**config.mk**
```make
export PLATFORM = sky130hd
export DESIGN_NAME = router_fsm_flat
export DESIGN_NICKNAME = d
export VERILOG_FILES = /design/src/rtl/router_fsm_if.sv /design/src/rtl/router_fsm.sv /design/src/flat_wrapper.sv
export SDC_FILE = /design/constraint.sdc
export NUM_CORES = 1
export LEC_CHECK = 0
export BUFFER_PORTS_ARGS = -buffer_cell sky130_fd_sc_hd__buf_4
export CORE_AREA = 2 2 49 51
export DETAILED_ROUTE_END_ITERATION = 10
export DIE_AREA = 0 0 51 53
export PLACE_DENSITY = 0.74
export SLEW_MARGIN = 20
export SYNTH_ARGS = -nofsm -noshare
export SYNTH_HDL_FRONTEND = slang
export SYNTH_SLANG_ARGS = --single-unit
export TNS_END_PERCENT = 10
```
**constraint.sdc**
```tcl
create_clock -name clk -period 1.95 [get_ports clk]
set_input_delay 0.585 -clock clk [delete_from_list [all_inputs] [get_ports clk]]
set_output_delay 0.585 -clock clk [all_outputs]
set_load 0.1 [all_outputs]
```
**src/rtl/router_fsm_if.sv**
```systemverilog
// ============================================================================
// Module      : router_fsm_if
// Description : Source, register-block and synchronizer signals seen by the
//               router sequencing controller.
// Revision    : 1.0 - initial release
// ============================================================================
`default_nettype none

interface router_fsm_if #(
    parameter int NUM_DEST = 3,
    parameter int ADDR_W   = 2,
    parameter int CNT_W    = 8
);
    logic                pkt_valid;
    logic [ADDR_W-1:0]   data_in;
    logic                fifo_full;
    logic [NUM_DEST-1:0] fifo_empty;
    logic [NUM_DEST-1:0] soft_reset;
    logic                parity_done;
    logic                low_packet_valid;

    logic                detect_addr;
    logic                lfd_state;
    logic                ld_state;
    logic                full_state;
    logic                laf_state;
    logic                rst_int_reg;
    logic                write_enb_reg;
    logic                busy;
    logic [ADDR_W-1:0]   dest_sel;
    logic [CNT_W-1:0]    drop_cnt;

    modport master (
        output pkt_valid, data_in, fifo_full, fifo_empty, soft_reset,
               parity_done, low_packet_valid,
        input  detect_addr, lfd_state, ld_state, full_state, laf_state,
               rst_int_reg, write_enb_reg, busy, dest_sel, drop_cnt
    );

    modport slave (
        input  pkt_valid, data_in, fifo_full, fifo_empty, soft_reset,
               parity_done, low_packet_valid,
        output detect_addr, lfd_state, ld_state, full_state, laf_state,
               rst_int_reg, write_enb_reg, busy, dest_sel, drop_cnt
    );
endinterface

`default_nettype wire

```
**src/rtl/router_fsm.sv**
```systemverilog
// ============================================================================
// Module      : router_fsm
// Description : Sequencing controller for the 1x3 router: header decode,
//               load sequencing, FIFO write gating and source back-pressure.
// Revision    : 1.0 - initial release
// ============================================================================
`default_nettype none

module router_fsm #(
    parameter int NUM_DEST = 3,
    parameter int ADDR_W   = 2,
    parameter int CNT_W    = 8
) (
    input  wire logic   clk,
    input  wire logic   rst,
    router_fsm_if.slave bus
);

    localparam logic [ADDR_W:0] c_num_dest = (ADDR_W+1)'(NUM_DEST);

    typedef enum logic [2:0] {
        S_DECODE_ADDRESS     = 3'd0,
        S_WAIT_TILL_EMPTY    = 3'd1,
        S_LOAD_FIRST_DATA    = 3'd2,
        S_LOAD_DATA          = 3'd3,
        S_FIFO_FULL_STATE    = 3'd4,
        S_LOAD_AFTER_FULL    = 3'd5,
        S_LOAD_PARITY        = 3'd6,
        S_CHECK_PARITY_ERROR = 3'd7
    } state_t;

    state_t            r_state;
    state_t            w_next_state;
    logic [ADDR_W-1:0] r_dest_sel;
    logic [CNT_W-1:0]  r_drop_cnt;
    logic              r_pkt_valid_d;

    logic              w_addr_legal;
    logic              w_hdr_empty;
    logic              w_sel_soft_reset;
    logic              w_load_dest;
    logic              w_drop_inc;

    assign w_addr_legal     = ({1'b0, bus.data_in} < c_num_dest);
    assign w_hdr_empty      = bus.fifo_empty[bus.data_in];
    assign w_sel_soft_reset = bus.soft_reset[r_dest_sel];

    always_ff @(posedge clk or posedge rst) begin
        if (rst) begin
            r_state <= S_DECODE_ADDRESS;
        end else begin
            r_state <= w_next_state;
        end
    end

    always_comb begin
        w_next_state      = r_state;
        w_load_dest       = 1'b0;
        w_drop_inc        = 1'b0;
        bus.detect_addr   = 1'b0;
        bus.lfd_state     = 1'b0;
        bus.ld_state      = 1'b0;
        bus.full_state    = 1'b0;
        bus.laf_state     = 1'b0;
        bus.rst_int_reg   = 1'b0;
        bus.write_enb_reg = 1'b0;
        bus.busy          = 1'b1;

        case (r_state)
            S_DECODE_ADDRESS: begin
                bus.detect_addr = 1'b1;
                bus.busy        = 1'b0;
                if (bus.pkt_valid && w_addr_legal) begin
                    w_load_dest  = 1'b1;
                    w_next_state = w_hdr_empty ? S_LOAD_FIRST_DATA : S_WAIT_TILL_EMPTY;
                end else if (bus.pkt_valid && !r_pkt_valid_d) begin
                    // Illegal header: count once per packet on the pkt_valid rising edge
                    w_drop_inc = 1'b1;
                end
            end
            S_WAIT_TILL_EMPTY: begin
                if (bus.fifo_empty[r_dest_sel]) w_next_state = S_LOAD_FIRST_DATA;
            end
            S_LOAD_FIRST_DATA: begin
                bus.lfd_state = 1'b1;
                w_next_state  = S_LOAD_DATA;
            end
            S_LOAD_DATA: begin
                bus.ld_state      = 1'b1;
                bus.write_enb_reg = 1'b1;
                bus.busy          = 1'b0;
                if (bus.fifo_full)       w_next_state = S_FIFO_FULL_STATE;
                else if (!bus.pkt_valid) w_next_state = S_LOAD_PARITY;
            end
            S_FIFO_FULL_STATE: begin
                bus.full_state = 1'b1;
                if (!bus.fifo_full) w_next_state = S_LOAD_AFTER_FULL;
            end
            S_LOAD_AFTER_FULL: begin
                bus.laf_state     = 1'b1;
                bus.write_enb_reg = 1'b1;
                if (bus.parity_done)           w_next_state = S_DECODE_ADDRESS;
                else if (bus.low_packet_valid) w_next_state = S_LOAD_PARITY;
                else                           w_next_state = S_LOAD_DATA;
            end
            S_LOAD_PARITY: begin
                bus.write_enb_reg = 1'b1;
                w_next_state      = S_CHECK_PARITY_ERROR;
            end
            S_CHECK_PARITY_ERROR: begin
                bus.rst_int_reg = 1'b1;
                w_next_state    = bus.fifo_full ? S_FIFO_FULL_STATE : S_DECODE_ADDRESS;
            end
            default: begin
                w_next_state = S_DECODE_ADDRESS;
            end
        endcase

        // A read timeout on the selected port aborts the packet from any active state
        if (r_state != S_DECODE_ADDRESS && w_sel_soft_reset) begin
            w_next_state = S_DECODE_ADDRESS;
        end
    end

    always_ff @(posedge clk or posedge rst) begin
        if (rst) begin
            r_dest_sel    <= '0;
            r_drop_cnt    <= '0;
            r_pkt_valid_d <= 1'b0;
        end else begin
            r_pkt_valid_d <= bus.pkt_valid;
            if (w_load_dest) begin
                r_dest_sel <= bus.data_in;
            end
            if (w_drop_inc && (r_drop_cnt != {CNT_W{1'b1}})) begin
                r_drop_cnt <= r_drop_cnt + CNT_W'(1);
            end
        end
    end

    assign bus.dest_sel = r_dest_sel;
    assign bus.drop_cnt = r_drop_cnt;

endmodule

`default_nettype wire
```
**src/flat_wrapper.sv**
```systemverilog
// flat-port wrapper written by rule: the top's interface ports become plain ports
module router_fsm_flat 
#(
    parameter int NUM_DEST = 3,
    parameter int ADDR_W   = 2,
    parameter int CNT_W    = 8
)
  (clk, rst, bus_pkt_valid, bus_data_in, bus_fifo_full, bus_fifo_empty, bus_soft_reset, bus_parity_done, bus_low_packet_valid, bus_detect_addr, bus_lfd_state, bus_ld_state, bus_full_state, bus_laf_state, bus_rst_int_reg, bus_write_enb_reg, bus_busy, bus_dest_sel, bus_drop_cnt);
  router_fsm_if #(.NUM_DEST(NUM_DEST), .ADDR_W(ADDR_W), .CNT_W(CNT_W)) bus_i ();
  input  wire logic clk;
  input  wire logic rst;
  input wire logic [$bits(bus_i.pkt_valid)-1:0] bus_pkt_valid;
  input wire logic [$bits(bus_i.data_in)-1:0] bus_data_in;
  input wire logic [$bits(bus_i.fifo_full)-1:0] bus_fifo_full;
  input wire logic [$bits(bus_i.fifo_empty)-1:0] bus_fifo_empty;
  input wire logic [$bits(bus_i.soft_reset)-1:0] bus_soft_reset;
  input wire logic [$bits(bus_i.parity_done)-1:0] bus_parity_done;
  input wire logic [$bits(bus_i.low_packet_valid)-1:0] bus_low_packet_valid;
  output wire logic [$bits(bus_i.detect_addr)-1:0] bus_detect_addr;
  output wire logic [$bits(bus_i.lfd_state)-1:0] bus_lfd_state;
  output wire logic [$bits(bus_i.ld_state)-1:0] bus_ld_state;
  output wire logic [$bits(bus_i.full_state)-1:0] bus_full_state;
  output wire logic [$bits(bus_i.laf_state)-1:0] bus_laf_state;
  output wire logic [$bits(bus_i.rst_int_reg)-1:0] bus_rst_int_reg;
  output wire logic [$bits(bus_i.write_enb_reg)-1:0] bus_write_enb_reg;
  output wire logic [$bits(bus_i.busy)-1:0] bus_busy;
  output wire logic [$bits(bus_i.dest_sel)-1:0] bus_dest_sel;
  output wire logic [$bits(bus_i.drop_cnt)-1:0] bus_drop_cnt;
  assign bus_i.pkt_valid = bus_pkt_valid;
  assign bus_i.data_in = bus_data_in;
  assign bus_i.fifo_full = bus_fifo_full;
  assign bus_i.fifo_empty = bus_fifo_empty;
  assign bus_i.soft_reset = bus_soft_reset;
  assign bus_i.parity_done = bus_parity_done;
  assign bus_i.low_packet_valid = bus_low_packet_valid;
  assign bus_detect_addr = bus_i.detect_addr;
  assign bus_lfd_state = bus_i.lfd_state;
  assign bus_ld_state = bus_i.ld_state;
  assign bus_full_state = bus_i.full_state;
  assign bus_laf_state = bus_i.laf_state;
  assign bus_rst_int_reg = bus_i.rst_int_reg;
  assign bus_write_enb_reg = bus_i.write_enb_reg;
  assign bus_busy = bus_i.busy;
  assign bus_dest_sel = bus_i.dest_sel;
  assign bus_drop_cnt = bus_i.drop_cnt;
  router_fsm #(.NUM_DEST(NUM_DEST), .ADDR_W(ADDR_W), .CNT_W(CNT_W)) u_core (.clk(clk), .rst(rst), .bus(bus_i));
endmodule
```
==> key figures <==
Status
  • Outcome: complete, but fails checks
  • Failing checks: setup timing

Cells and area
  • Antenna fix cells: 0
  • Area delta synth->final: 59.7%
  • Share of layout cells above drive strength 1: just over 40%
  • Nets: ~150

Worst setup path
  • Worst setup path end: bus_detect_addr
  • FF-to-FF setup slack: 0.12 ns
  • Crit-path max FO: 13
  • CP required: about 1.4 ns
  • FF-to-FF Start: u_core.r_state[0]$_DFFE_PP0P_
  • Worst reg2reg path depth: 4
  • Max incr delay on CP: 0.43 ns
  • Critical Path Source: u_core.r_state[0]$_DFFE_PP0P_
  • Arrival time at the worst endpoint: around 1.4 ns
  • Crit path cell chain: buf_12 -> nor3_4 -> buf_8
  • Crit path kind: register to output pin
  • Slowest cell on the critical path: dfrtp_1
  • CP endpoint kind: output pin
  • Startpoint types: register
  • Reg2reg end: u_core.bus.drop_cnt[1]$_DFFE_PP0P_

Flow run
  • Max-cap viol count: 0

Synthesis
  • Mapped Area: between 800 and 900 µm²
  • Ys flop type: dfrtp_1
  • Count leader, synth: dfrtp_1
  • Top cells by count, synth: dfrtp_1, nor2_1, o21ai_0
  • FF+latch count, synth: 14
  • Async set-reset flop share out of synthesis: between 90% and 100%
  • Synth warn: 0
  • Top post-synthesis cells by area: dfrtp_1, xnor2_1, nor2_1
  • Syn_area_per_cell: around 9.3 µm²
  • EDFF count, synth: 0
  • Post-synthesis cell count: 95
  • Post-synth top area cell: dfrtp_1
  • Mapped Nets: 110
  • Yosys top cell area share: between 30% and 40%
  • Distinct cells, synth: 35
  • Seq/Total Area, Yosys: 39.7%

Timing
  • Setup TNS: -0.259 ns
  • Crit share post-route: 103%
  • Max-slew violations: 0
  • Slew headroom: 65.4%
  • Max Clk Rate: slightly below 0.5 GHz
  • Final WS setup: -0.0626 ns
  • Skew final: around 0.0014 ns
  • RSZ-0062 raised after global routing: true
  • Final period demand of the worst path: just over 2 ns
  • Final setup vio count: 7
  • Hold Fails Final Rpt: 0
  • Worst slew pin tran: ~0.52 ns

Clock network
  • Depth of the CTS H-tree: 1
  • CTS tree: done
  • CTS Sinks: 14
  • Hold-fix buffers, CTS: 0
  • Number of buffers added for setup after CTS: 0
  • Worst skew pair latency: 0.28 ns
  • CTS root buffer: clkbuf_4
  • Cts bufs inserted: 3
  • Clock-pin transition on the worst setup and hold timing paths: approximately 0.08 ns
  • Clock Tree Buf Depth: 2

Floorplan
  • Core Rows: 17
  • Die width: slightly above 50 µm
  • Core area: ~2100 µm²
  • Top Ports: 32
  • Die H: 53 µm
  • Initial core utilization: between 40 and 50%
  • DIE AREA: between 2000 and 3000 µm²

Global routing
  • Gr usage total: 18.2%
  • Largest net degree at the start of global routing: 15
  • Global-route wire length before repair: between 3000 and 4000 µm
  • Vias in the first global route: around 920
  • Initial antenna violation count: 0
  • Grt ovf: 0

Hold path
  • Worst hold path type: primary input to async pin

Detailed routing
  • Detailed-route vias per instance: between 5 and 6
  • Router iterations before antenna repair: 4
  • Total vias in the final route: ~870
  • Wirelength per Cell: 13.3 µm
  • Post-route ant nets: 0
  • DRT Wirelength: 2170 µm
  • DR iter-0 viols: 5
  • DR DRC count: 0

Placed design
  • Port bufs: 31
  • DP HPWL: approximately 1700 µm
  • RePlAce Congestion: approximately 0.76
==> per-stage QoR <==
step	utilization, %	instance area [µm²]	setup WS (ns)	std cells	hold WS [ns]
2_1_floorplan	-	931	-0.408	95	0.474
3_3_place_gp	59.2	1270	-0.0118	159	0.487
3_5_place_dp	59.2	1270	-0.0359	159	0.494
4_1_cts	64.9	1400	-0.0747	163	0.356
5_1_grt	65.6	1410	-0.114	163	0.396
6_report	65.6	1410	-0.0626	163	0.335
==> layout make-up <==
cell class              count  area (µm²)
fillers                   170         739
well taps                  28        35.0
inverters                   3        11.3
repair buffers             39         404
clock buffers               4        36.3
flip-flops and latches     14         352
multi-input cells          75         571
==> cells in the final DEF, fill, tap and decap left out, types with 4 or more instances in the layout <==
cell type | Yosys | final
buf_4 | 0 | 29
dfrtp_1 | 14 | 13
buf_12 | 0 | 8
nor2_1 | 10 | 7
o21ai_0 | 6 | 6
nand2_1 | 5 | 5
and3_1 | 5 | 5
xnor2_1 | 5 | 4
==> timing repair <==
item                       4_1_cts  5_1_grt
pin swaps                        1        0
setup endpoints to repair        8        7
gates resized for setup         22        3
==> registers in the layout, summed over array words and instances, names as in the netlist <==
signal,count
u_core.bus.drop_cnt,8
u_core.r_state,3
u_core.bus.dest_sel,2
u_core.r_pkt_valid_d,1
==> critical path, delay by kind of cell, from the launching register on <==
kind | cells | cell delay (ns)
buffers and inverters | 2 | 0.41
DFF | 1 | 0.43
and+or+nand+nor | 1 | 0.31
==> cell families after synthesis <==
group                      share of synthesized area (%)
xor gates and xnor gates                            6.95
DFF                                                 39.7
and+or+nand+nor                                     26.1
AOI/OAI and AO/OA                                   18.6
buffers and inverters                               2.55
adders and majority gates                           1.42
muxes                                               4.68
==> layer usage <==
layer	vias up	track usage (%)	routed length [µm]
met4	0	9.91	53
li1	431	-	-
met3	7	2.26	108
met2	26	34.0	1070
met5	-	0	0
met1	401	19.9	928
==> worst min-delay path by stage <==
stage / startpoint / endpoint / cells past startpoint / slack [ns]
after floorplan: rst / u_core.bus.dest_sel[0]$_DFFE_PP0P_ / 1 / 0.47
after global placement: u_core.bus.drop_cnt[3]$_DFFE_PP0P_ / u_core.bus.drop_cnt[3]$_DFFE_PP0P_ / 1 / 0.49
after detailed placement: u_core.bus.drop_cnt[3]$_DFFE_PP0P_ / u_core.bus.drop_cnt[3]$_DFFE_PP0P_ / 1 / 0.49
after CTS: rst / u_core.r_state[2]$_DFFE_PP0P_ / 2 / 0.36
after global routing: rst / u_core.bus.drop_cnt[0]$_DFFE_PP0P_ / 2 / 0.40
final: rst / u_core.bus.drop_cnt[6]$_DFFE_PP0P_ / 2 / 0.34
Power is left out: the tool's default activity adds up to more than one toggle a clock period on the data nets, which glitch-free logic cannot reach.
